[config.mk]
export PLATFORM = sky130hd
export DESIGN_NAME = rf_wb_arbiter
export DESIGN_NICKNAME = d
export VERILOG_FILES = /design/src/rtl/rf_wb_arbiter.sv
export SDC_FILE = /design/constraint.sdc
export NUM_CORES = 1
export LEC_CHECK = 0
export BUFFER_PORTS_ARGS = -buffer_cell sky130_fd_sc_hd__buf_2
export CAP_MARGIN = 10
export CORE_UTILIZATION = 40
export CTS_CLUSTER_SIZE = 10
export DETAILED_ROUTE_END_ITERATION = 16
export GPL_TIMING_DRIVEN = 0
export PLACE_DENSITY = 0.63
export SLEW_MARGIN = 5
export SYNTH_ARGS = -nofsm -noshare
export SYNTH_HDL_FRONTEND = slang
export SYNTH_SLANG_ARGS = --single-unit
export TNS_END_PERCENT = 30
[constraint.sdc]
create_clock -name clk_i -period 6.08 [get_ports clk_i]
set_input_delay 1.824 -clock clk_i [delete_from_list [all_inputs] [get_ports clk_i]]
set_output_delay 1.824 -clock clk_i [all_outputs]
set_load 0.01 [all_outputs]
[src/rtl/rf_wb_arbiter.sv]
// rf_wb_arbiter
// Shares the single register-file write port between the in-order WB stage
// (priority) and the multi-cycle MDU. MDU results wait in a small FIFO and
// drain on free port cycles; entries overwritten by a younger pipe write are
// killed in place. After STARVE_LIMIT consecutive denied cycles the pipeline
// is stalled for one cycle (FORCE) so the head drains.
//
// Ports:
//   clk_i, rst_ni                       clock, async active-low reset
//   pipe_we_i/pipe_dest_i/pipe_wdata_i  WB stage write request
//   mdu_valid_i/mdu_dest_i/mdu_wdata_i  MDU result, accepted when mdu_ready_o
//   mdu_ready_o                         FIFO not full
//   rf_we_o/rf_waddr_o/rf_wdata_o       register-file write port (combinational)
//   stall_o                             registered, high only in FORCE
//   pending_o                           FIFO occupancy (live + killed entries)
module rf_wb_arbiter #(
  parameter int unsigned DATA_WIDTH   = 32,
  parameter int unsigned ADDR_WIDTH   = 5,
  parameter int unsigned FIFO_DEPTH   = 2,
  parameter int unsigned STARVE_LIMIT = 4
) (
  input  logic                             clk_i,
  input  logic                             rst_ni,
  input  logic                             pipe_we_i,
  input  logic [ADDR_WIDTH-1:0]            pipe_dest_i,
  input  logic [DATA_WIDTH-1:0]            pipe_wdata_i,
  input  logic                             mdu_valid_i,
  input  logic [ADDR_WIDTH-1:0]            mdu_dest_i,
  input  logic [DATA_WIDTH-1:0]            mdu_wdata_i,
  output logic                             mdu_ready_o,
  output logic                             rf_we_o,
  output logic [ADDR_WIDTH-1:0]            rf_waddr_o,
  output logic [DATA_WIDTH-1:0]            rf_wdata_o,
  output logic                             stall_o,
  output logic [$clog2(FIFO_DEPTH+1)-1:0]  pending_o
);

  localparam int unsigned PTR_W = $clog2(FIFO_DEPTH);
  localparam int unsigned CNT_W = $clog2(FIFO_DEPTH + 1);
  localparam int unsigned STV_W = $clog2(STARVE_LIMIT + 1);
  localparam logic [CNT_W-1:0] FULL_CNT = CNT_W'(FIFO_DEPTH);
  localparam logic [STV_W-1:0] STV_MAX  = STV_W'(STARVE_LIMIT);

  typedef enum logic {IDLE, FORCE} state_e;

  state_e                 state_q, state_d;
  logic [ADDR_WIDTH-1:0]  dest_q [FIFO_DEPTH];
  logic [DATA_WIDTH-1:0]  data_q [FIFO_DEPTH];
  logic [FIFO_DEPTH-1:0]  live_q, live_d;
  logic [PTR_W-1:0]       rd_ptr_q, wr_ptr_q;
  logic [CNT_W-1:0]       count_q, count_d;
  logic [STV_W-1:0]       starve_q, starve_d, starve_inc;
  logic                   full, empty, head_live, pipe_commit;
  logic                   push, pop, head_wr;

  always_comb begin
    full        = (count_q == FULL_CNT);
    empty       = (count_q == '0);
    head_live   = !empty && live_q[rd_ptr_q];
    pipe_commit = pipe_we_i && (pipe_dest_i != '0) && (state_q == IDLE);
    push        = mdu_valid_i && !full;
    starve_inc  = starve_q + STV_W'(1);

    pop      = 1'b0;
    head_wr  = 1'b0;
    state_d  = state_q;
    starve_d = starve_q;

    case (state_q)
      IDLE: begin
        // Killed heads leave without the port even while the pipe writes.
        if (!empty) begin
          if (!head_live) begin
            pop = 1'b1;
          end else if (!pipe_commit) begin
            pop     = 1'b1;
            head_wr = 1'b1;
          end
        end
        if (empty || head_wr) begin
          starve_d = '0;
        end else if (head_live && pipe_commit) begin
          if (starve_inc == STV_MAX) begin
            starve_d = '0;
            state_d  = FORCE;
          end else begin
            starve_d = starve_inc;
          end
        end
      end
      FORCE: begin
        pop      = !empty;
        head_wr  = head_live;
        starve_d = '0;
        state_d  = IDLE;
      end
      default: state_d = IDLE;
    endcase

    rf_we_o    = pipe_commit;
    rf_waddr_o = pipe_dest_i;
    rf_wdata_o = pipe_wdata_i;
    if (head_wr) begin
      rf_we_o    = 1'b1;
      rf_waddr_o = dest_q[rd_ptr_q];
      rf_wdata_o = data_q[rd_ptr_q];
    end

    // Younger pipe write supersedes any buffered result to the same register;
    // a result pushed in the same cycle is older than that write too.
    live_d = live_q;
    if (pipe_commit) begin
      for (int unsigned i = 0; i < FIFO_DEPTH; i++) begin
        if (dest_q[PTR_W'(i)] == pipe_dest_i) live_d[PTR_W'(i)] = 1'b0;
      end
    end
    if (push) begin
      live_d[wr_ptr_q] = (mdu_dest_i != '0) &&
                         !(pipe_commit && (pipe_dest_i == mdu_dest_i));
    end

    case ({push, pop})
      2'b10:   count_d = count_q + CNT_W'(1);
      2'b01:   count_d = count_q - CNT_W'(1);
      default: count_d = count_q;
    endcase
  end

  always_ff @(posedge clk_i or negedge rst_ni) begin
    if (!rst_ni) begin
      state_q  <= IDLE;
      live_q   <= '0;
      rd_ptr_q <= '0;
      wr_ptr_q <= '0;
      count_q  <= '0;
      starve_q <= '0;
    end else begin
      state_q  <= state_d;
      live_q   <= live_d;
      count_q  <= count_d;
      starve_q <= starve_d;
      if (pop)  rd_ptr_q <= rd_ptr_q + PTR_W'(1);
      if (push) wr_ptr_q <= wr_ptr_q + PTR_W'(1);
    end
  end

  // Payload needs no reset: occupancy and live bits qualify every read.
  always_ff @(posedge clk_i) begin
    if (push) begin
      dest_q[wr_ptr_q] <= mdu_dest_i;
      data_q[wr_ptr_q] <= mdu_wdata_i;
    end
  end

  assign mdu_ready_o = !full;
  assign stall_o     = (state_q == FORCE);
  assign pending_o   = count_q;

endmodule

==> impl_metrics.tcl, run 1 <==
set metrics [dict create \
    core_area_sq_um 9280 \
    post_cts_buffers 0 \
    first_iter_violations 91 \
    ant_nets 0 \
    syn2layout_area_growth_pct 26.1 \
    numCtsBuffers 9 \
    peakVddDrop_mv 0.182 \
    clkSinkCount 84 \
    synth_edf_count 74 \
    crit_type "in2out" \
    hold_violations 0 \
    cts_root_buffer "clkbuf_8" \
    pwr-share-seq 0.391 \
    cts_resized 0 \
    gp_congestion 0.773 \
    grt_pass1_wl_mm 13.3 \
    start_kind "input port" \
    avgRoutedWirePerCell_microns 15.7 \
    ctsHoldBuffers 0 \
    muxShareOfSynthArea 0.102 \
    drc 0 \
    rsz0062_at_grt "false" \
    power.density_nw_per_um2 447 \
    slew-limit-headroom 0.438 \
    power.leakage_nw 1.96 \
    antenna_found_initial 0 \
    grt_max_degree 38 \
    wl_mm 8.47 \
    synth_area_sq_um 3850 \
    dpl.hpwl_mm 5.96 \
    maxSlewViolCount 0 \
    synth-xor-area-share 0.0478 \
    cts_max_level 3 \
    grt_usage 0.178 \
    fin_cells 540 \
    synthAdderAreaFrac 0.00976 \
    pin_count 120 \
    cts_max_path_buffers 2 \
    die_h_microns 100 \
    internal_power_mw 1.37 \
    total_power_mw 2.17 \
    async_reset_ff_frac 0.119 \
    start_util 0.414 \
    fmax_mhz 192 \
    cts_tree "built" \
    synthSimpleGateAreaFrac 0.0384 \
    n_antenna_cell 0 \
    synth_compound_gate_area_share 0.123 \
    grt_overflow 0 \
    setup_viol 0 \
    synth_area_per_cell_sq_um 13.9 \
    synthFlopType "edfxtp_1" \
    fin_nets 487 \
    p_clk_frac 0.206 \
    power.switching_mw 0.796 \
    syn_nets 357 \
    timing.rr.start "pending_o[0]$_DFFE_PN0P_" \
    worst_hold_slack_ns 0.508 \
    min_path_cells 1 \
    fin_tns_setup_ns 0 \
    worst_pin_slew_ns 0.842 \
    dr.pass1.iters 4 \
    cp_max_fo 10 \
    combinationalPowerShare 0.404 \
    reg2reg_depth 6 \
    via_per_inst 5.08 \
    synth_cells 276 \
    required_ns 4.26 \
    cp-end-kind "primary output" \
    crit_arrival_ns 3.40 \
    port_buffers 118 \
    fin_util 0.522 \
    clock_skew_ns 0.00706 \
    drive_gt1_frac 0.375 \
    yosysWarningCount 0 \
    synth.distinct_cells 33 \
    synth_top_family_by_area "compound AO/OA/AOI/OAI gates" \
    hold_path_class "reg2reg" \
    p_sw_frac 0.367 \
    fin_crit_ns 5.22 \
    dieWidth_microns 100 \
    ys_seq_area_frac 0.643 \
    route.vias.total 2745 \
    period_share 0.859 \
    clk_pin_slew_ns 0.09 \
    rows 35 \
    die_area_sq_um 10000 \
    first_global_vias 2621 \
    crit_path_start "pipe_dest_i[1]" \
    ys_ff_latch 84 \
    cap_violations 0 \
    worstSkewPairLatency_ns 0.36 \
    place_inst 524 \
    min_from "starve_q[2]$_DFFE_PN0P_" \
    status "completed" \
]
[Yosys cell counts (2+ instances only)]
cell type / n / share of area
xor2_1: 11 / 0.025
edfxtp_1: 74 / 0.58
ha_1: 3 / 0.0098
clkbuf_1: 6 / 0.0059
xnor2_1: 10 / 0.023
nand3_1: 3 / 0.0039
inv_1: 2 / 0.0020
nor3_1: 6 / 0.0078
o21ai_0: 39 / 0.051
buf_6: 7 / 0.020
a32o_1: 2 / 0.0052
nand2_1: 4 / 0.0039
mux2i_1: 38 / 0.099
o21ai_1: 37 / 0.048
dfrtp_1: 10 / 0.065
nand4_1: 3 / 0.0049
nor2_1: 5 / 0.0049
[power by group through the flow]
stage | Clock [mW] | Combinational [mW] | Sequential [mW]
6_report | 0.446 | 0.875 | 0.847
5_1_grt | 0.481 | 0.967 | 0.863
4_1_cts | 0.456 | 0.895 | 0.849
3_5_place_dp | 0 | 0.892 | 0.862
3_3_place_gp | 0 | 0.857 | 0.861
2_1_floorplan | 0 | 0.578 | 0.852
[metrics by stage]
stage                     cell area, sq um  setup WS, ns
after CTS                             4850         0.839
after floorplan                       3850          1.24
after global placement                4600         0.835
after global routing                  4850         0.764
final                                 4850         0.859
after detailed placement              4630         0.842
[layout make-up]
class | instances | area, sq um
Multi-Input combinational cell | 174 | 1240
Clock inverter | 7 | 100
Tap cell | 129 | 161
Fill cell | 854 | 4430
Timing Repair Buffer | 119 | 611
Sequential cell | 84 | 2470
Clock buffer | 9 | 124
Buffer | 16 | 131
Inverter | 2 | 7.51
[worst max-delay path, stage by stage]
cell,delay [ns]
buf_2,0.14
or4_4,0.57
o21ai_4,0.22
nand2_4,0.16
buf_6,0.18
o21ai_1,0.14
buf_2,0.16
[sequential cells by signal, summed over array words and instances (netlist names)]
register and cells:
pending_o 2, rd_ptr_q 1, live_q 2, starve_q 3, stall_o 1, wr_ptr_q 1, data_q 64, dest_q 10
[final timing paths]
check / to / slack, ns
max reg2reg: pending_o[1]$_DFFE_PN0P_ / 4.20
max in group asynchronous: live_q[0]$_DFF_PN0_ / 4.58
max: rf_waddr_o[1] / 0.86
min: starve_q[2]$_DFFE_PN0P_ / 0.51
min reg2reg: starve_q[2]$_DFFE_PN0P_ / 0.51
min in group asynchronous: stall_o$_DFF_PN0_ / 1.31
[per-layer routing]
layer  share of wire  routed length, microns  track usage  up-vias
met2            0.50                    4200        0.300       86
met3           0.059                     499       0.0467       10
met4           0.014                     121       0.0669        0
li1                -                       -            -     1310
met1            0.43                    3650        0.221     1339
met5               0                       0            0        -
[cell families after synthesis]
family	Yosys count
flops	84
mux	39
compound gates	84
simple gates	27
fa+ha+maj	3
buf+inv	18
xor+xnor	21
[cell usage in the layout, fill, tap and decap left out, types with 2 or more instances in the layout]
master / count
buf_2: 119
nand2_1: 4
nand3_1: 3
xor2_1: 11
clkbuf_8: 9
mux2i_1: 38
a32o_1: 2
dfrtp_1: 10
bufinv_16: 2
buf_6: 7
ha_1: 3
buf_12: 2
xnor2_1: 10
clkinv_4: 3
o21ai_0: 39
edfxtp_1: 74
clkbuf_1: 6
o21ai_1: 37
nand4_1: 3
nor2_1: 4
nor3_1: 6
(Power assumes the default switching activity.)
==> run 2, diff against run 1 <==
Settings changed: CELL_PAD_IN_SITES_DETAIL_PLACEMENT set to 1, CELL_PAD_IN_SITES_GLOBAL_PLACEMENT set to 2, CORE_UTILIZATION 40 to 30, PLACE_DENSITY 0.63 to 0.7.
==> run 2 against run 1 <==
Die area increased by 33%. Clock power grew 20%. Clock skew shrank 0.00093 ns. Setup slack got worse by 0.029 ns. Sequential cell count unchanged. Worst hold slack worse by 0.012 ns. Register-to-register slack got worse by 0.10 ns. Largest cell class unchanged. Routed wire length increased by 13%. Combinational power increased by 3.5%.
==> impl_metrics.tcl, run 2 (same netlist as run 1, synthesis figures left out) <==
set metrics [dict create \
    top_register "data_q" \
    grt_max_degree 23 \
    grt_usage 0.152 \
    worst_pin_slew_ns 0.807 \
    crit_path_frequent_cell "buf_2" \
    status "completed" \
    dpl.hpwl_mm 7.19 \
    cts_resized 0 \
    drc 0 \
    cp-end-kind "primary output" \
    cap_violations 0 \
    dr.pass1.iters 4 \
    port_buffers 118 \
    fin_nets 488 \
    cts_max_level 3 \
    total_power_mw 2.29 \
    fmax_mhz 190 \
    final_cell_mix "buf_2 (119), edfxtp_1 (74), o21ai_0 (39)" \
    ant_nets 0 \
    fin_crit_ns 5.25 \
    cp_max_fo 10 \
    core_area_sq_um 12300 \
    critPathMaxStageDelay_ns 0.57 \
    first_global_vias 2818 \
    fin_tns_setup_ns 0 \
    crit_type "in2out" \
    setup_viol 0 \
    maxSlewViolCount 0 \
    gp_congestion 0.706 \
    clkSinkCount 84 \
    nFillCells 1351 \
    clock_skew_ns 0.00612 \
    clk_pin_slew_ns 0.06 \
    start_util 0.314 \
    crit_arrival_ns 3.43 \
    cp_top_family "simple AND/OR/NAND/NOR gates" \
    route.vias.total 2722 \
    numCtsBuffers 9 \
    start_kind "input port" \
    reg_top3 "data_q: 64 flops, dest_q: 10 flops, starve_q: 3 flops" \
    rows 40 \
    worstSkewPairLatency_ns 0.33 \
    n_antenna_cell 0 \
    syn2layout_area_growth_pct 30.1 \
    slew-limit-headroom 0.462 \
    wl_mm 9.59 \
    dieWidth_microns 115 \
    post_cts_buffers 0 \
    avgRoutedWirePerCell_microns 16.5 \
    first_iter_violations 97 \
    via_per_inst 4.69 \
    ctsHoldBuffers 0 \
    peakVddDrop_mv 0.178 \
    antenna_found_initial 0 \
    pin_count 120 \
    hold_violations 0 \
    grt_overflow 0 \
    largest_register_ffs 64 \
    cts_tree "built" \
    cts_max_path_buffers 2 \
    hold_path_class "reg2reg" \
    final_common_cell "buf_2" \
    path_buf_inv 3 \
    power.leakage_nw 2.00 \
    slowest_stage "or4_4" \
    required_ns 4.26 \
    power.density_nw_per_um2 458 \
    period_share 0.864 \
    grt_pass1_wl_mm 15.0 \
    rsz0062_at_grt "false" \
    cp_cell_sequence "buf_2 -> or4_4 -> o21ai_4 -> nand2_4 -> buf_6 -> o21ai_1 -> buf_2" \
    die_area_sq_um 13300 \
    cts_root_buffer "clkbuf_16" \
    drive_gt1_frac 0.371 \
    die_h_microns 115 \
]
[run 2: path summary, 6_finish.rpt]
kind | start | cells past startpoint | slack [ns] | endpoint
worst max-delay path | pipe_dest_i[1] | 7 | 0.83 | rf_waddr_o[3]
worst min-delay path | starve_q[2]$_DFFE_PN0P_ | 1 | 0.50 | starve_q[2]$_DFFE_PN0P_
worst max register to register | pending_o[0]$_DFFE_PN0P_ | 4 | 4.10 | data_q[0][15]$_DFFE_PP_
worst min register to register | starve_q[2]$_DFFE_PN0P_ | 1 | 0.50 | starve_q[2]$_DFFE_PN0P_
max in group asynchronous | rst_ni | 1 | 4.52 | live_q[0]$_DFF_PN0_
min in group asynchronous | rst_ni | 1 | 1.35 | starve_q[0]$_DFFE_PN0P_
[run 2: where the power goes]
group | switching (mW) | internal [mW]
combinational | 0.543 | 0.362
clock | 0.217 | 0.316
sequential | 0.0596 | 0.792
[run 2: layout make-up]
type	instances	area (sq um)	share of cell area
multi-input cells	174	1240	0.248
flip-flops and latches	84	2470	0.494
plain buffers	16	131	0.0263
repair buffers	120	646	0.129
well taps	168	210	0.0420
clock inverters	7	67.6	0.0135
clock buffers	9	225	0.0450
inverters	2	7.51	0.00150
[run 2: metal layers]
metal	global-route usage	part of all wire
met1	0.188	0.44
met5	0	0
met2	0.257	0.49
met3	0.0385	0.054
met4	0.0571	0.013
[run 2: per-stage QoR]
stage / utilization / std cells / area, sq um / setup WS (ns) / hold slack, ns
2_1_floorplan: - / 276 / 3850 / 1.24 / 0.470
3_5_place_dp: 0.384 / 564 / 4710 / 0.814 / 0.491
5_1_grt: 0.408 / 580 / 5000 / 0.767 / 0.524
3_3_place_gp: 0.379 / 562 / 4650 / 0.827 / 0.484
4_1_cts: 0.408 / 580 / 5000 / 0.810 / 0.499
6_report: 0.408 / 580 / 5000 / 0.829 / 0.496
